===== src/rtl/spi_slave_target.sv =====
// SPI mode-0 target, MSB first, 8-bit frames, oversampled on HCLK.
// TX holding register with valid/ready, pulsed RX byte, sticky underrun flag.
//
// state  | meaning
// IDLE   | not selected, MISO driven 0, waiting for SS
// ACTIVE | selected, shifting bytes on synchronised SCLK edges
module spi_slave_target #(
    parameter int          SYNC_STAGES     = 2,
    parameter bit          SS_ACTIVE_HIGH  = 1'b0,
    parameter logic [7:0]  DEFAULT_TX_BYTE = 8'hFF
) (
    input  logic       HCLK,
    input  logic       HRESETn,
    input  logic       SPI_CLK_i,
    input  logic       SPI_MOSI_i,
    input  logic       SPI_SS_i,
    output logic       SPI_MISO_o,
    output logic       SPI_MISO_OE_o,
    input  logic [7:0] tx_data_i,
    input  logic       tx_valid_i,
    output logic       tx_ready_o,
    output logic [7:0] rx_data_o,
    output logic       rx_valid_o,
    output logic       selected_o,
    output logic       frame_done_o,
    output logic       tx_underrun_o,
    input  logic       underrun_clr_i
);

    typedef enum logic {IDLE = 1'b0, ACTIVE = 1'b1} state_t;

    localparam logic SS_IDLE_LVL = SS_ACTIVE_HIGH ? 1'b0 : 1'b1;

    state_t state_q, state_d;

    logic [SYNC_STAGES-1:0] sclk_sync, mosi_sync, ss_sync;
    logic       sclk_s, sclk_d, mosi_s, ss_act;
    logic       sclk_rise, sclk_fall;

    logic [2:0] bit_cnt;
    logic       byte_started;
    logic [6:0] rx_shift;
    logic [7:0] tx_shift;
    logic [7:0] hold_data;
    logic       hold_full;

    logic       enter, leave, load, rx_step, tx_step, wr;

    always_ff @(posedge HCLK) begin
        if (!HRESETn) begin
            sclk_sync <= '0;
            mosi_sync <= '0;
            ss_sync   <= {SYNC_STAGES{SS_IDLE_LVL}};
            sclk_d    <= 1'b0;
        end else begin
            sclk_sync <= {sclk_sync[SYNC_STAGES-2:0], SPI_CLK_i};
            mosi_sync <= {mosi_sync[SYNC_STAGES-2:0], SPI_MOSI_i};
            ss_sync   <= {ss_sync[SYNC_STAGES-2:0], SPI_SS_i};
            sclk_d    <= sclk_s;
        end
    end

    assign sclk_s    = sclk_sync[SYNC_STAGES-1];
    assign mosi_s    = mosi_sync[SYNC_STAGES-1];
    assign ss_act    = SS_ACTIVE_HIGH ? ss_sync[SYNC_STAGES-1] : ~ss_sync[SYNC_STAGES-1];
    assign sclk_rise = sclk_s & ~sclk_d;
    assign sclk_fall = ~sclk_s & sclk_d;
    assign wr        = tx_valid_i & ~hold_full;

    always_ff @(posedge HCLK) begin
        if (!HRESETn) state_q <= IDLE;
        else          state_q <= state_d;
    end

    // SS deassertion wins over any edge seen in the same cycle
    always_comb begin
        state_d = state_q;
        enter   = 1'b0;
        leave   = 1'b0;
        load    = 1'b0;
        rx_step = 1'b0;
        tx_step = 1'b0;
        case (state_q)
            IDLE: begin
                if (ss_act) begin
                    state_d = ACTIVE;
                    enter   = 1'b1;
                    load    = 1'b1;
                end
            end
            ACTIVE: begin
                if (!ss_act) begin
                    state_d = IDLE;
                    leave   = 1'b1;
                end else begin
                    rx_step = sclk_rise;
                    if (sclk_fall && byte_started) begin
                        if (bit_cnt == 3'd0) load    = 1'b1;
                        else                 tx_step = 1'b1;
                    end
                end
            end
            default: state_d = IDLE;
        endcase
    end

    always_ff @(posedge HCLK) begin
        if (!HRESETn) begin
            bit_cnt       <= 3'd0;
            byte_started  <= 1'b0;
            rx_shift      <= '0;
            tx_shift      <= '0;
            rx_data_o     <= '0;
            rx_valid_o    <= 1'b0;
            frame_done_o  <= 1'b0;
            hold_data     <= '0;
            hold_full     <= 1'b0;
            tx_underrun_o <= 1'b0;
        end else begin
            rx_valid_o   <= 1'b0;
            frame_done_o <= leave;

            if (enter || leave) begin
                bit_cnt      <= 3'd0;
                byte_started <= 1'b0;
            end

            if (rx_step) begin
                rx_shift     <= {rx_shift[5:0], mosi_s};
                bit_cnt      <= bit_cnt + 3'd1;
                byte_started <= 1'b1;
                if (bit_cnt == 3'd7) begin
                    rx_data_o  <= {rx_shift, mosi_s};
                    rx_valid_o <= 1'b1;
                end
            end

            if (load)         tx_shift <= hold_full ? hold_data : DEFAULT_TX_BYTE;
            else if (tx_step) tx_shift <= {tx_shift[6:0], 1'b0};

            // A write into an empty register during a load is kept for the next load
            if (load && hold_full) begin
                hold_full <= 1'b0;
            end else if (wr) begin
                hold_full <= 1'b1;
                hold_data <= tx_data_i;
            end

            if (load && !hold_full) tx_underrun_o <= 1'b1;
            else if (underrun_clr_i) tx_underrun_o <= 1'b0;
        end
    end

    assign selected_o    = (state_q == ACTIVE);
    assign SPI_MISO_OE_o = selected_o;
    assign SPI_MISO_o    = selected_o & tx_shift[7];
    assign tx_ready_o    = ~hold_full;

endmodule


===== config.mk =====
export PLATFORM = sky130hd
export DESIGN_NAME = spi_slave_target
export DESIGN_NICKNAME = d
export VERILOG_FILES = /design/src/rtl/spi_slave_target.sv
export SDC_FILE = /design/constraint.sdc
export NUM_CORES = 1
export LEC_CHECK = 0
export ABC_AREA = 1
export CAP_MARGIN = 20
export CELL_PAD_IN_SITES_DETAIL_PLACEMENT = 2
export CELL_PAD_IN_SITES_GLOBAL_PLACEMENT = 2
export CORE_MARGIN = 3
export CORE_UTILIZATION = 30
export DETAILED_ROUTE_END_ITERATION = 6
export MAX_ROUTING_LAYER = met4
export PLACE_DENSITY = 0.75
export SYNTH_ARGS = -nofsm -noshare
export SYNTH_HDL_FRONTEND = slang
export SYNTH_SLANG_ARGS = --single-unit

===== constraint.sdc =====
create_clock -name HCLK -period 1.45 [get_ports HCLK]
set_input_delay 0.145 -clock HCLK [delete_from_list [all_inputs] [get_ports HCLK]]
set_output_delay 0.145 -clock HCLK [all_outputs]
set_load 0.05 [all_outputs]

# --- Yosys cells after proc, flatten, opt, wreduce, memory -nomap -nowiden ---
# Cells that the tools add are included.
classes:
  addsub: 1
  reduce_logical: 13
  n_mux: 24
  eq_ne: 1
  bitwise: 10
ops:
  columns: ["op", "count"]
  rows:
  - ["$mux W8", 3]
  - ["$mux W1", 18]
  - ["$mux W3", 2]
  - ["$not A1 Y1", 6]
  - ["$reduce_and A2 Y1", 3]
  - ["$reduce_bool A2 Y1", 3]
  - ["$and A1 B1 Y1", 4]
  - ["$add A3 B1 Y3 const B", 1]
  - ["$eq A3 B3 Y1 const B", 1]
  - ["$logic_and A1 B1 Y1", 3]
  - ["$logic_not A3 Y1", 1]
  - ["$pmux W1 S2", 1]
  - ["$reduce_or A2 Y1", 1]
  - ["$logic_not A1 Y1", 1]
  - ["$logic_or A1 B1 Y1", 1]
totals:
  regBits: 47

# --- Logic depth before layout (Yosys ltp) ---
depth:
  ltp_word: 9
  ltp_mapped: 8
  depth_no_buf: 8

# --- Worst setup path after synthesis ---
# No wires, ideal clock.
synth_timing:
  path_type: "reg-to-reg"
  start: "reg state_q, in the netlist SPI_MISO_OE_o"
  end: "reg tx_shift[5]"
  path_buffers: 1
  setup_ns: 0.136
  arrival_ns: 1.430
  path_stages_with_launch: 9
  setup_slack_ns: -0.116
  path_cell_list: "dfxtp_1 > inv_1 > a21oi_2 > nor2_4 > buf_6 > nand2_1 > nand2_1 > nand2_1 > a21oi_2"
synth_via:
  elab_chain_len: 3
  elab_cells_between_ends: 5
synth_rtl:
  columns: ["element", "line", "source"]
  rows:
  - ["from (decl)", "34", "state_t state_q, state_d;"]
  - ["from (signal assigned)", "72", "else state_q <= state_d;"]
  - ["$not A1 Y1", null, null]
  - ["$pmux W1 S2", "83", "case (state_q)"]
  - ["$mux W8 or $reduce_bool A2 Y1 (tied branches)", null, null]
  - ["to (signal assigned)", "138", "if (load) tx_shift <= hold_full ? hold_data : DEFAULT_TX_BYTE;"]
  - ["to (signal assigned)", "139", "else if (tx_step) tx_shift <= {tx_shift[6:0], 1'b0};"]
  - ["to (decl)", "43", "logic [7:0] tx_shift;"]
# Parallel ways exist; a longest one is shown, timed or not.
# A chain may end at the register's enable or synchronous reset.

# --- Worst setup path in the final report ---
layout_timing:
  start: "reg state_q, in the netlist SPI_MISO_OE_o"
  end: "out SPI_MISO_o"
layout_via:
  elab_chain_len: 1
layout_rtl:
  columns: ["element", "line", "source"]
  rows:
  - ["$and A1 B1 Y1", "156", "assign SPI_MISO_o = selected_o & tx_shift[7];"]
  - ["to (decl)", "17", "output logic SPI_MISO_o,"]
# Every way passes these cells.

==> summary.md <==
| Metric | Value |
|---|---|
| Status | `completed` |
| Yosys top cell area share | `51.2%` |
| CTS tree | `built` |
| Die area | `7100 um^2` |
| TNS Setup | `0 ps` |
| Routed Wire Length | `between 4000 and 5000 um` |
| Final Hold Viols | `0` |
| YS warnings | `0` |
| Comb power frac | `9.0%` |
| Hold_buf cts | `0` |
| Max stage delay on crit path | `460 ps` |
| Worst Setup Path Type | `register to output pin` |
| Synth top area cells | `dfxtp_1, nand2_1, a21oi_1, inv_1, a21oi_2` |
| Crit Path Max Fanout | `8` |
| Arr. time, crit path | `1210 ps` |
| Clock Power Share | `38.6%` |
| Crit path buf inv count | `3` |
| CP delay by family, top | `flip-flops` |
| Clk sinks | `47` |
| Syn Nets | `about 250` |
| GRT overflow | `0` |
| DRT Pass-1 Iters | `4` |
| Max Slew Vio Count | `0` |
| PwrDens | `roughly 1100 nW/um^2` |
| Die H | `84.3 um` |
| Global-route wire length before repair | `8250 um` |
| Largest net degree at the start of global routing | `17` |
| DR vias/cell | `roughly 4.7` |
| Number of synthesized register bits | `47` |
| Crit path capture type | `output pin` |
| Fmax | `between 0.7 and 0.8 GHz` |
| Slowest CP cell | `dfxtp_2` |
| RSZ-0062 raised after global routing | `no` |
| Max VDD drop | `0.509 mV` |
| Syn avg cell area | `8.10 um^2` |
| Rows | `27` |
| Pint | `1.96 mW` |
| ANT cells | `0` |
| Post-route minimum period | `1360 ps` |
| Routed Antenna Nets | `0` |
| Starting Density | `32.2%` |
| Worst Hold Class | `input pin to register` |
| Commonest non-fill, non-tap cell in the layout | `nand2_1` |
| Total GRT Usage | `14.7%` |
| Leading cell types in the layout, fill and taps excluded | `nand2_1, dfxtp_1, inv_1` |
| Flop pwr share | `between 50% and 60%` |
| Gpl congestion | `slightly above 0.7` |
| Relative slew slack | `71.3%` |
| CTS H-tree lvls | `2` |
| Setup bufs post-CTS | `0` |
| Crit-path cells | `buf_4 -> nand2_1 -> inv_1 -> buf_12` |
| Post-Route Skew | `6.87 ps` |
| Slew @ Worst Pin | `approximately 430 ps` |
| Port bufs | `29` |
| Sw frac | `24.3%` |
| Post-synthesis instance total | `227` |
| Power after layout | `between 2 and 3 mW` |
| Post-CTS Resized | `0` |
| Cell taking the most area after synthesis | `dfxtp_1` |
| Vias in the first global route | `1682` |
| Residual DRC | `0` |
| Max Cap Violations | `0` |
| Longest Clk Path Bufs | `2` |
| Startpoint class of the critical path | `register` |
| IO Pins | `30` |
| Lkg Pwr | `1.04 nW` |
| Initial antenna violation count | `0` |
| CTS buffer count | `5` |
| Synth-to-Final Area Change | `30.7%` |
| Worst EP required | `1310 ps` |
| Clk Latency, worst-skew pair | `310 ps` |
| Final setup fails | `0` |
| Seq/Total Area, Yosys | `51.2%` |
| Per-cell routed wire length | `14.1 um` |
| Final core occ | `42.1%` |
| CTS Root Cell | `clkbuf_8` |
| Core area | `5710 um^2` |
| Synth unique cells | `23` |
| Initial DRC Count | `44` |
| Nets@finish | `about 290` |
| Final Cycle Share | `93.8%` |
| Cell Area, Synth | `1840 um^2` |
| Die X-Extent | `around 84 um` |
| Share of layout cells above drive strength 1 | `22.4%` |
| Clock transition at path regs | `90 ps` |
| Via count | `1609` |
| Detailed placement HPWL | `3470 um` |
| Net switching component of the power | `628 uW` |
-- flip-flops by register name, indices dropped and copies added (netlist names), 2 cells and up --
signal / count
hold_data: 8
rx_data_o: 8
tx_shift: 8
rx_shift: 7
bit_cnt: 3
mosi_sync: 2
sclk_sync: 2
ss_sync: 2
-- final cells by class --
| class | count | area [um^2] |
|---|---|---|
| clock buffers | 5 | 68.8 |
| clock inverters | 3 | 47.5 |
| fillers | 657 | 3310 |
| inverters | 30 | 115 |
| multi-input cells | 141 | 738 |
| flip-flops and latches | 47 | 942 |
| well taps | 72 | 90.1 |
| repair buffers | 42 | 400 |
-- stage by stage --
step | hold WS (ps) | instances | worst slack [ps] | area (um^2)
6_report | 363 | 340 | 90.5 | 2400
5_1_grt | 374 | 340 | 17.9 | 2400
4_1_cts | 365 | 340 | 77.2 | 2390
3_5_place_dp | 418 | 332 | 68.2 | 2280
3_3_place_gp | 399 | 332 | 134 | 2280
2_1_floorplan | 243 | 227 | 126 | 1840
-- power by group through the flow --
stage               Sequential (mW)  Clock, mW  Combinational [mW]
detailed placement             1.39          0               0.232
finish                         1.36      0.998               0.233
floorplan                      1.38          0               0.125
CTS                            1.36       1.03               0.236
global placement               1.38          0               0.227
global route                   1.36       1.09               0.257
-- worst register-to-register path, stage by stage, from the launching register on --
cell     delay, ps
dfxtp_2        460
inv_1           80
a21oi_2        160
nor2_4          90
buf_4          160
nand2_1         70
nand2_1         70
nand2_1        100
a21oi_2         50
-- final timing paths --
path / slack, ps / cells after the start / start / endpoint
max reg2reg: 110 / 8 / SPI_MISO_OE_o$_SDFF_PN0_ / tx_shift[1]$_SDFFE_PN0P_
max: 90 / 4 / SPI_MISO_OE_o$_SDFF_PN0_ / SPI_MISO_o
min reg2reg: 430 / 2 / mosi_sync[0]$_SDFF_PN0_ / mosi_sync[1]$_SDFF_PN0_
min: 360 / 3 / SPI_MOSI_i / mosi_sync[0]$_SDFF_PN0_
-- logic make-up (layout without fill, tap and decap cells) --
kind of cell               count (synthesis)  count (layout)  share of synthesized area [%]
DFF                                       47              47                           51.2
AOI/OAI and AO/OA                         53              53                           16.5
and+or+nand+nor                           84              84                           20.6
buffers and inverters                     39              80                           9.05
adders and majority gates                  4               4                           2.72
-- synth_stat cells --
cell and instances:
a21oi_1 24, nand3_1 7, a21oi_2 8, ha_1 4, nand4_1 7, nor2_4 1
nand2_1 55, inv_2 3, dfxtp_1 47, a211oi_1 3, buf_6 1, clkbuf_1 4
o21ai_1 5, buf_4 2, nor2_1 6, inv_1 25, nand2_2 4, clkinv_2 2
nand2_4 1, buf_2 2, nand3_2 1, or2_2 2, o21ai_0 13
-- metal layers --
layer	routed length (um)	share of wire, %	GRT usage (%)	vias up
met5	0	0	-	-
met4	54	1.1	4.39	0
met3	146	3.0	3.24	5
met2	2320	48	24.2	22
met1	2290	48	18.1	774
li1	-	-	-	808
(Power assumes the default switching activity.)
